==> config.mk <==
export PLATFORM = sky130hd
export DESIGN_NAME = layer_scheduler_flat
export DESIGN_NICKNAME = d
export VERILOG_FILES = /design/src/rtl/layer_scheduler_if.sv /design/src/rtl/layer_scheduler.sv /design/src/flat_wrapper.sv
export SDC_FILE = /design/constraint.sdc
export NUM_CORES = 1
export LEC_CHECK = 0
export CAP_MARGIN = 0
export CORE_MARGIN = 4
export CORE_UTILIZATION = 40
export CTS_BUF_LIST = sky130_fd_sc_hd__clkbuf_16
export DETAILED_ROUTE_END_ITERATION = 6
export PLACE_DENSITY = 0.78
export SYNTH_ARGS = -nofsm -noshare
export SYNTH_HDL_FRONTEND = slang
export SYNTH_SLANG_ARGS = --single-unit
==> constraint.sdc <==
create_clock -name clk -period 1.51 [get_ports clk]
set_input_delay 0.151 -clock clk [delete_from_list [all_inputs] [get_ports clk]]
set_output_delay 0.151 -clock clk [all_outputs]
set_load 0.05 [all_outputs]
==> src/rtl/layer_scheduler_if.sv <==
// Neuron-side handshake and activation-buffer write bus of the layer scheduler.
// master = scheduler, slave = neuron datapath / activation buffer.
interface layer_scheduler_if #(
  parameter int NUM_NEURONS = 4,
  parameter int NUM_LAYERS  = 2,
  parameter int DATA_W      = 16,
  parameter int ADDR_W      = 3
);
  localparam int NI_W = (NUM_NEURONS > 1) ? $clog2(NUM_NEURONS) : 1;
  localparam int LI_W = (NUM_LAYERS > 1) ? $clog2(NUM_LAYERS) : 1;

  logic              neuron_rst;
  logic              neuron_ready;
  logic              neuron_done;
  logic [DATA_W-1:0] neuron_out;
  logic [NI_W-1:0]   neuron_idx;
  logic [LI_W-1:0]   layer_idx;
  logic              in_sel;
  logic              wr_en;
  logic [ADDR_W-1:0] wr_addr;
  logic [DATA_W-1:0] wr_data;

  modport master (
    output neuron_rst, neuron_ready, neuron_idx, layer_idx, in_sel,
           wr_en, wr_addr, wr_data,
    input  neuron_done, neuron_out
  );

  modport slave (
    input  neuron_rst, neuron_ready, neuron_idx, layer_idx, in_sel,
           wr_en, wr_addr, wr_data,
    output neuron_done, neuron_out
  );
endinterface

==> src/rtl/layer_scheduler.sv <==
// Steps one shared neuron datapath over every neuron of every layer and stores
// each result in the activation buffer. Optional watchdog: LAYER_SCHED_WATCHDOG_EN.
module layer_scheduler #(
  parameter int NUM_NEURONS = 4,
  parameter int NUM_LAYERS  = 2,
  parameter int DATA_W      = 16,
  parameter int ADDR_W      = 3,
  parameter int TIMEOUT     = 64
) (
  input  logic clk,
  input  logic reset,
  input  logic start,
  output logic busy,
  output logic done,
  output logic err,
  layer_scheduler_if.master nif
);
  localparam int NI_W = (NUM_NEURONS > 1) ? $clog2(NUM_NEURONS) : 1;
  localparam int LI_W = (NUM_LAYERS > 1) ? $clog2(NUM_LAYERS) : 1;
  localparam logic [NI_W-1:0] LAST_N = NI_W'(NUM_NEURONS - 1);
  localparam logic [LI_W-1:0] LAST_L = LI_W'(NUM_LAYERS - 1);

  typedef enum logic [2:0] {
    S_IDLE, S_RST, S_ISSUE, S_WAIT, S_STORE, S_NEXT, S_DONE
  } state_t;

  state_t            state_q;
  logic [NI_W-1:0]   neuron_idx_q;
  logic [LI_W-1:0]   layer_idx_q;
  logic [DATA_W-1:0] wr_data_q;
  logic              busy_q;
  logic              done_q;
  logic              neuron_rst_q;
  logic              neuron_ready_q;
  logic              wr_en_q;

`ifdef LAYER_SCHED_WATCHDOG_EN
  localparam int WD_W = $clog2(TIMEOUT + 1);
  logic [WD_W-1:0] wd_cnt_q;
  logic            err_q;
`endif

  // Pulse outputs are registered alongside the state so each one is high exactly
  // while the FSM sits in the state that owns it.
  // NOTE: every sequential assignment is non-blocking so all registers update
  // from the same pre-edge values, independent of statement order.
  always_ff @(posedge clk) begin
    if (reset) begin
      state_q        <= S_IDLE;
      neuron_idx_q   <= '0;
      layer_idx_q    <= '0;
      wr_data_q      <= '0;
      busy_q         <= 1'b0;
      done_q         <= 1'b0;
      neuron_rst_q   <= 1'b0;
      neuron_ready_q <= 1'b0;
      wr_en_q        <= 1'b0;
`ifdef LAYER_SCHED_WATCHDOG_EN
      wd_cnt_q       <= '0;
      err_q          <= 1'b0;
`endif
    end else begin
      done_q         <= 1'b0;
      neuron_rst_q   <= 1'b0;
      neuron_ready_q <= 1'b0;
      wr_en_q        <= 1'b0;

      case (state_q)
        S_IDLE: begin
          if (start) begin
            neuron_idx_q <= '0;
            layer_idx_q  <= '0;
`ifdef LAYER_SCHED_WATCHDOG_EN
            err_q        <= 1'b0;
`endif
            state_q      <= S_RST;
            neuron_rst_q <= 1'b1;
            busy_q       <= 1'b1;
          end
        end

        S_RST: begin
          state_q        <= S_ISSUE;
          neuron_ready_q <= 1'b1;
        end

        S_ISSUE: begin
          state_q <= S_WAIT;
`ifdef LAYER_SCHED_WATCHDOG_EN
          wd_cnt_q <= '0;
`endif
        end

        // A completion in the same cycle the watchdog expires still wins.
        S_WAIT: begin
          if (nif.neuron_done) begin
            wr_data_q <= nif.neuron_out;
            state_q   <= S_STORE;
            wr_en_q   <= 1'b1;
          end
`ifdef LAYER_SCHED_WATCHDOG_EN
          else if (wd_cnt_q == WD_W'(TIMEOUT - 1)) begin
            err_q   <= 1'b1;
            state_q <= S_IDLE;
            busy_q  <= 1'b0;
          end else begin
            wd_cnt_q <= wd_cnt_q + WD_W'(1);
          end
`endif
        end

        S_STORE: state_q <= S_NEXT;

        S_NEXT: begin
          if (neuron_idx_q != LAST_N) begin
            neuron_idx_q <= neuron_idx_q + NI_W'(1);
            state_q      <= S_RST;
            neuron_rst_q <= 1'b1;
          end else if (layer_idx_q != LAST_L) begin
            neuron_idx_q <= '0;
            layer_idx_q  <= layer_idx_q + LI_W'(1);
            state_q      <= S_RST;
            neuron_rst_q <= 1'b1;
          end else begin
            state_q <= S_DONE;
            done_q  <= 1'b1;
          end
        end

        S_DONE: begin
          state_q <= S_IDLE;
          busy_q  <= 1'b0;
        end

        default: begin
          state_q <= S_IDLE;
          busy_q  <= 1'b0;
        end
      endcase
    end
  end

  assign busy             = busy_q;
  assign done             = done_q;
  assign nif.neuron_rst   = neuron_rst_q;
  assign nif.neuron_ready = neuron_ready_q;
  assign nif.neuron_idx   = neuron_idx_q;
  assign nif.layer_idx    = layer_idx_q;
  assign nif.in_sel       = (layer_idx_q != '0);
  assign nif.wr_en        = wr_en_q;
  assign nif.wr_data      = wr_data_q;
  assign nif.wr_addr      = ADDR_W'(int'(layer_idx_q) * NUM_NEURONS + int'(neuron_idx_q));

`ifdef LAYER_SCHED_WATCHDOG_EN
  assign err = err_q;
`else
  assign err = 1'b0;
`endif
endmodule

==> src/flat_wrapper.sv <==
// flat-port wrapper written by rule: the top's interface ports become plain ports
module layer_scheduler_flat 
#(
  parameter int NUM_NEURONS = 4,
  parameter int NUM_LAYERS  = 2,
  parameter int DATA_W      = 16,
  parameter int ADDR_W      = 3,
  parameter int TIMEOUT     = 64
)
  (clk, reset, start, busy, done, err, nif_neuron_rst, nif_neuron_ready, nif_neuron_idx, nif_layer_idx, nif_in_sel, nif_wr_en, nif_wr_addr, nif_wr_data, nif_neuron_done, nif_neuron_out);
  layer_scheduler_if #(.NUM_NEURONS(NUM_NEURONS), .NUM_LAYERS(NUM_LAYERS), .DATA_W(DATA_W), .ADDR_W(ADDR_W)) nif_i ();
  input  logic clk;
  input  logic reset;
  input  logic start;
  output logic busy;
  output logic done;
  output logic err;
  output wire logic [$bits(nif_i.neuron_rst)-1:0] nif_neuron_rst;
  output wire logic [$bits(nif_i.neuron_ready)-1:0] nif_neuron_ready;
  output wire logic [$bits(nif_i.neuron_idx)-1:0] nif_neuron_idx;
  output wire logic [$bits(nif_i.layer_idx)-1:0] nif_layer_idx;
  output wire logic [$bits(nif_i.in_sel)-1:0] nif_in_sel;
  output wire logic [$bits(nif_i.wr_en)-1:0] nif_wr_en;
  output wire logic [$bits(nif_i.wr_addr)-1:0] nif_wr_addr;
  output wire logic [$bits(nif_i.wr_data)-1:0] nif_wr_data;
  input wire logic [$bits(nif_i.neuron_done)-1:0] nif_neuron_done;
  input wire logic [$bits(nif_i.neuron_out)-1:0] nif_neuron_out;
  assign nif_neuron_rst = nif_i.neuron_rst;
  assign nif_neuron_ready = nif_i.neuron_ready;
  assign nif_neuron_idx = nif_i.neuron_idx;
  assign nif_layer_idx = nif_i.layer_idx;
  assign nif_in_sel = nif_i.in_sel;
  assign nif_wr_en = nif_i.wr_en;
  assign nif_wr_addr = nif_i.wr_addr;
  assign nif_wr_data = nif_i.wr_data;
  assign nif_i.neuron_done = nif_neuron_done;
  assign nif_i.neuron_out = nif_neuron_out;
  layer_scheduler #(.NUM_NEURONS(NUM_NEURONS), .NUM_LAYERS(NUM_LAYERS), .DATA_W(DATA_W), .ADDR_W(ADDR_W), .TIMEOUT(TIMEOUT)) u_core (.clk(clk), .reset(reset), .start(start), .busy(busy), .done(done), .err(err), .nif(nif_i));
endmodule
==> qor.csv <==
metric,value,unit
list of cells traversed by the critical path,or4b_4 -> a41o_1,
Hold Path Class,primary input to flip-flop,
top cell types by occurrence after synthesis,"sky130_fd_sc_hd__nand2_1, sky130_fd_sc_hd__dfxtp_1, sky130_fd_sc_hd__a21oi_1",
Placement Rows,18,
category of the critical setup timing path,flip-flop to flip-flop,
endpoints failing hold,0,
"EDFF count, synth",0,
top-count cell post-synth,sky130_fd_sc_hd__nand2_1,
post-synthesis register bit count,27,
Lkg Pwr,0.662,nW
number of cells traversed by the worst hold path,3,
area enclosed by the die boundary,3600,um^2
Synth Area in Compound Gates,13.5,%
routed via count divided by cell count,5.00,
clock latency at the later pin of the worst-skew pair,0.25,ns
count of input and output buffers,47,
biggest area contributors in the synthesized netlist,"sky130_fd_sc_hd__dfxtp_1, sky130_fd_sc_hd__nand2_1, sky130_fd_sc_hd__a21oi_1",
Synth Warn #,0,
sequential share of the synthesized area,50.0,%
fin crit share,86.0,%
netlist area before placement,1080,um^2
Clock Tree Root,sky130_fd_sc_hd__clkbuf_16,
Worst EP required,1.66,ns
number of global-route vias before repair,930,
adder-cell area share of the yosys netlist,1.16,%
Antenna Violating Nets Remaining,0,
vertical die dimension,60.0,um
die width,60.0,um
fraction of final layout cells sized beyond drive strength 1,22.9,%
Buf/Inv on CP,0,
cells after synthesis,127,
Final Skew,0.00179,ns
sum of overflow across all layers after global routing,0,
share of synthesized registers carrying an async set or reset,0,%
endpoint kind of the worst setup timing path,flip-flop,
outcome,"finished, final reports clean",
I/O Pins,49,
cell type with the highest aggregate area in the netlist,sky130_fd_sc_hd__dfxtp_1,
Main synth FF type,sky130_fd_sc_hd__dfxtp_1,
design area,1570,um^2
first-pass iteration count of the detailed router,4,
Max Fanout on Critical Path,5,
setup slack of the worst register-to-register path,0.21,ns
total number of nets in the final design,192,
routability-driven placement congestion ratio,0.840,
HPWL Detailed,1.98,mm
Layout Cells excl Fill,200,
dominant combinational cell family by area after synthesis,simple AND/OR/NAND/NOR gates,
"Gates resized, CTS repair",0,
Logic pwr share,15.4,%
Seq. cell area,541,um^2
setup fix buffers added after clock tree synthesis,0,
Critical Path Max Stage Delay,0.58,ns
fmax,770,MHz
end point of the most critical hold path,u_core.nif.wr_data[11],
Tmin final,1.30,ns
Filler Cell Count,225,
xor-xnor portion of the synthesized cell area,0,%
CTS Buffer Depth,2,
footprint of the multi-input gates,453,um^2
number of vias after detailed routing,999,
data arrival time of the critical path,1.45,ns
Total Wirelength,2.59,mm
CTS tree,done,
"area fraction in and, or, nand and nor cells after synthesis",26.9,%
drc violations,0,
area share of the largest cell type after synthesis,50.0,%
Worst setup SP type,flip-flop,
Reg2Reg Launch Point,u_core.state_q[2],
largest net degree at the start of global routing,18,
area of the placeable core,2520,um^2
share of cell area taken by muxes after synthesis,0,%
number of antenna violations at the first check in global routing,0,
slowest CP cell,sky130_fd_sc_hd__or4b_4,
synthesized net count,148,
crit-path leading delay family,simple AND/OR/NAND/NOR gates,
Cell Count Post-Placement,196,
pwr/cell area,995,nW/um^2
fraction of power consumed by the clock network,36.5,%
synth-to-layout area growth,45.4,%
count of hold-fix buffers inserted at cts,0,
Power Internal,1.20,mW
iteration-0 DRC count of the detailed router,26,
"CTS clk-pin slew, worst paths",0.06,ns
diode count,0,
Initial Util,42.9,%
count of clock tree sinks,27,
GRT Resource Usage Total,15.1,%
Max VDD drop,534,uV
Final Max Tran Viols,0,
first-pass GRT wire length,4.06,mm
Mean Syn Cell Area,8.51,um^2
wire length per cell after detailed routing,13.0,um
net switching fraction of the power,23.5,%
share of power burned in registers,48.1,%
number of gates on the worst path with buffers counted,2,
number of cells on the worst reg-to-reg path,2,
H-tree Lvls,1,
startpoint of the lowest-slack hold path,nif_neuron_out[11],
number of unique standard cell types used by synthesis,28,
Critical R2R Capture,u_core.nif.neuron_idx[0],
number of clock buffers inserted by TritonCTS,3,
setup repair after global routing missed its margin,no,
max-cap viol count,0,
Finish-stage setup viols,0,
total cell area at the placement stage,1490,um^2
net switching power figure,368,uW
==> cell families (layout without fill, tap and decap cells) <==
kind of cell	count (synthesis)	after routing
other cells	1	1
buf+inv	15	58
flops	27	27
fa+ha+maj	1	1
compound gates	26	26
simple gates	57	57
==> how the worst max path moves through the flow <==
stage | from | to | slack [ns]
after global placement | start | u_core.nif.neuron_idx[0] | 0.04
after global routing | u_core.nif.neuron_idx[0] | u_core.state_q[1] | 0.17
after CTS | u_core.state_q[2] | u_core.nif.neuron_idx[0] | 0.22
after floorplan | u_core.nif.neuron_idx[0] | u_core.state_q[1] | 0.05
final | u_core.state_q[2] | u_core.nif.neuron_idx[0] | 0.21
after detailed placement | start | u_core.nif.neuron_idx[0] | -0.01
==> registers in the layout, indices dropped and copies added (netlist names) <==
signal and flops:
u_core.busy 1, u_core.done 1, u_core.nif.in_sel 1, u_core.nif.neuron_idx 2, u_core.nif.neuron_ready 1, u_core.nif.neuron_rst 1
u_core.nif.wr_data 16, u_core.nif.wr_en 1, u_core.state_q 3
==> cell type report <==
class / count / share of cell area, %
sequential: 27 / 34.4
timing repair buffer: 53 / 29.1
multi-input combinational: 85 / 28.8
clock buffer: 3 / 4.78
tap: 30 / 2.39
clock inverter: 1 / 0.239
inverter: 1 / 0.239
==> layer usage <==
| layer | share of wire, % | track usage, % |
|---|---|---|
| met5 | 0 | 0 |
| met4 | 0.54 | 6.65 |
| met3 | 5.5 | 2.59 |
| met2 | 54 | 26.7 |
| met1 | 40 | 17.5 |
==> stage by stage <==
stage	worst slack (ns)	power, mW	setup TNS [ns]	util (%)	hold slack, ns
4_1_cts	0.217	1.59	0	62.3	0.439
5_1_grt	0.172	1.64	0	62.3	0.452
3_5_place_dp	-0.0109	1.01	-0.0109	59.2	0.451
6_report	0.212	1.56	0	62.3	0.441
2_1_floorplan	0.0493	0.907	0	-	0.287
3_3_place_gp	0.0406	1.01	0	59.2	0.443
==> tightest hold or removal path, stage by stage <==
cell and delay (ns):
sky130_fd_sc_hd__clkdlybuf4s50_1 0.40, sky130_fd_sc_hd__nand2_1 0.05, sky130_fd_sc_hd__a21oi_1 0.05
==> power groups by stage <==
stage,Sequential (mW),Combinational [mW],Clock [mW]
after detailed placement,0.768,0.241,0
after floorplan,0.819,0.0882,0
after CTS,0.753,0.242,0.591
after global routing,0.756,0.258,0.624
after global placement,0.767,0.239,0
final,0.753,0.241,0.571
==> cell usage in the layout (no fill, tap or decap) <==
master	n
sky130_fd_sc_hd__or4b_4	1
sky130_fd_sc_hd__and4_1	1
sky130_fd_sc_hd__buf_12	1
sky130_fd_sc_hd__clkdlybuf4s50_1	19
sky130_fd_sc_hd__nor2_1	3
sky130_fd_sc_hd__nor3_1	1
sky130_fd_sc_hd__nand4b_4	1
sky130_fd_sc_hd__buf_4	33
sky130_fd_sc_hd__nor4_1	2
sky130_fd_sc_hd__and4b_1	1
sky130_fd_sc_hd__nor4b_1	1
sky130_fd_sc_hd__a41o_1	1
sky130_fd_sc_hd__o21a_1	1
sky130_fd_sc_hd__and2_1	1
sky130_fd_sc_hd__clkbuf_16	3
sky130_fd_sc_hd__dfxtp_1	27
sky130_fd_sc_hd__nand3_1	3
sky130_fd_sc_hd__nand2b_1	2
sky130_fd_sc_hd__nand3b_1	2
sky130_fd_sc_hd__and3b_1	1
sky130_fd_sc_hd__ha_1	1
sky130_fd_sc_hd__o2111a_1	1
sky130_fd_sc_hd__a22oi_1	1
sky130_fd_sc_hd__a21oi_1	20
sky130_fd_sc_hd__conb_1	1
sky130_fd_sc_hd__o21ai_0	1
sky130_fd_sc_hd__inv_1	2
sky130_fd_sc_hd__o21ai_1	1
sky130_fd_sc_hd__nand2_1	37
No activity file was read; power rests on OpenSTA's default activity.
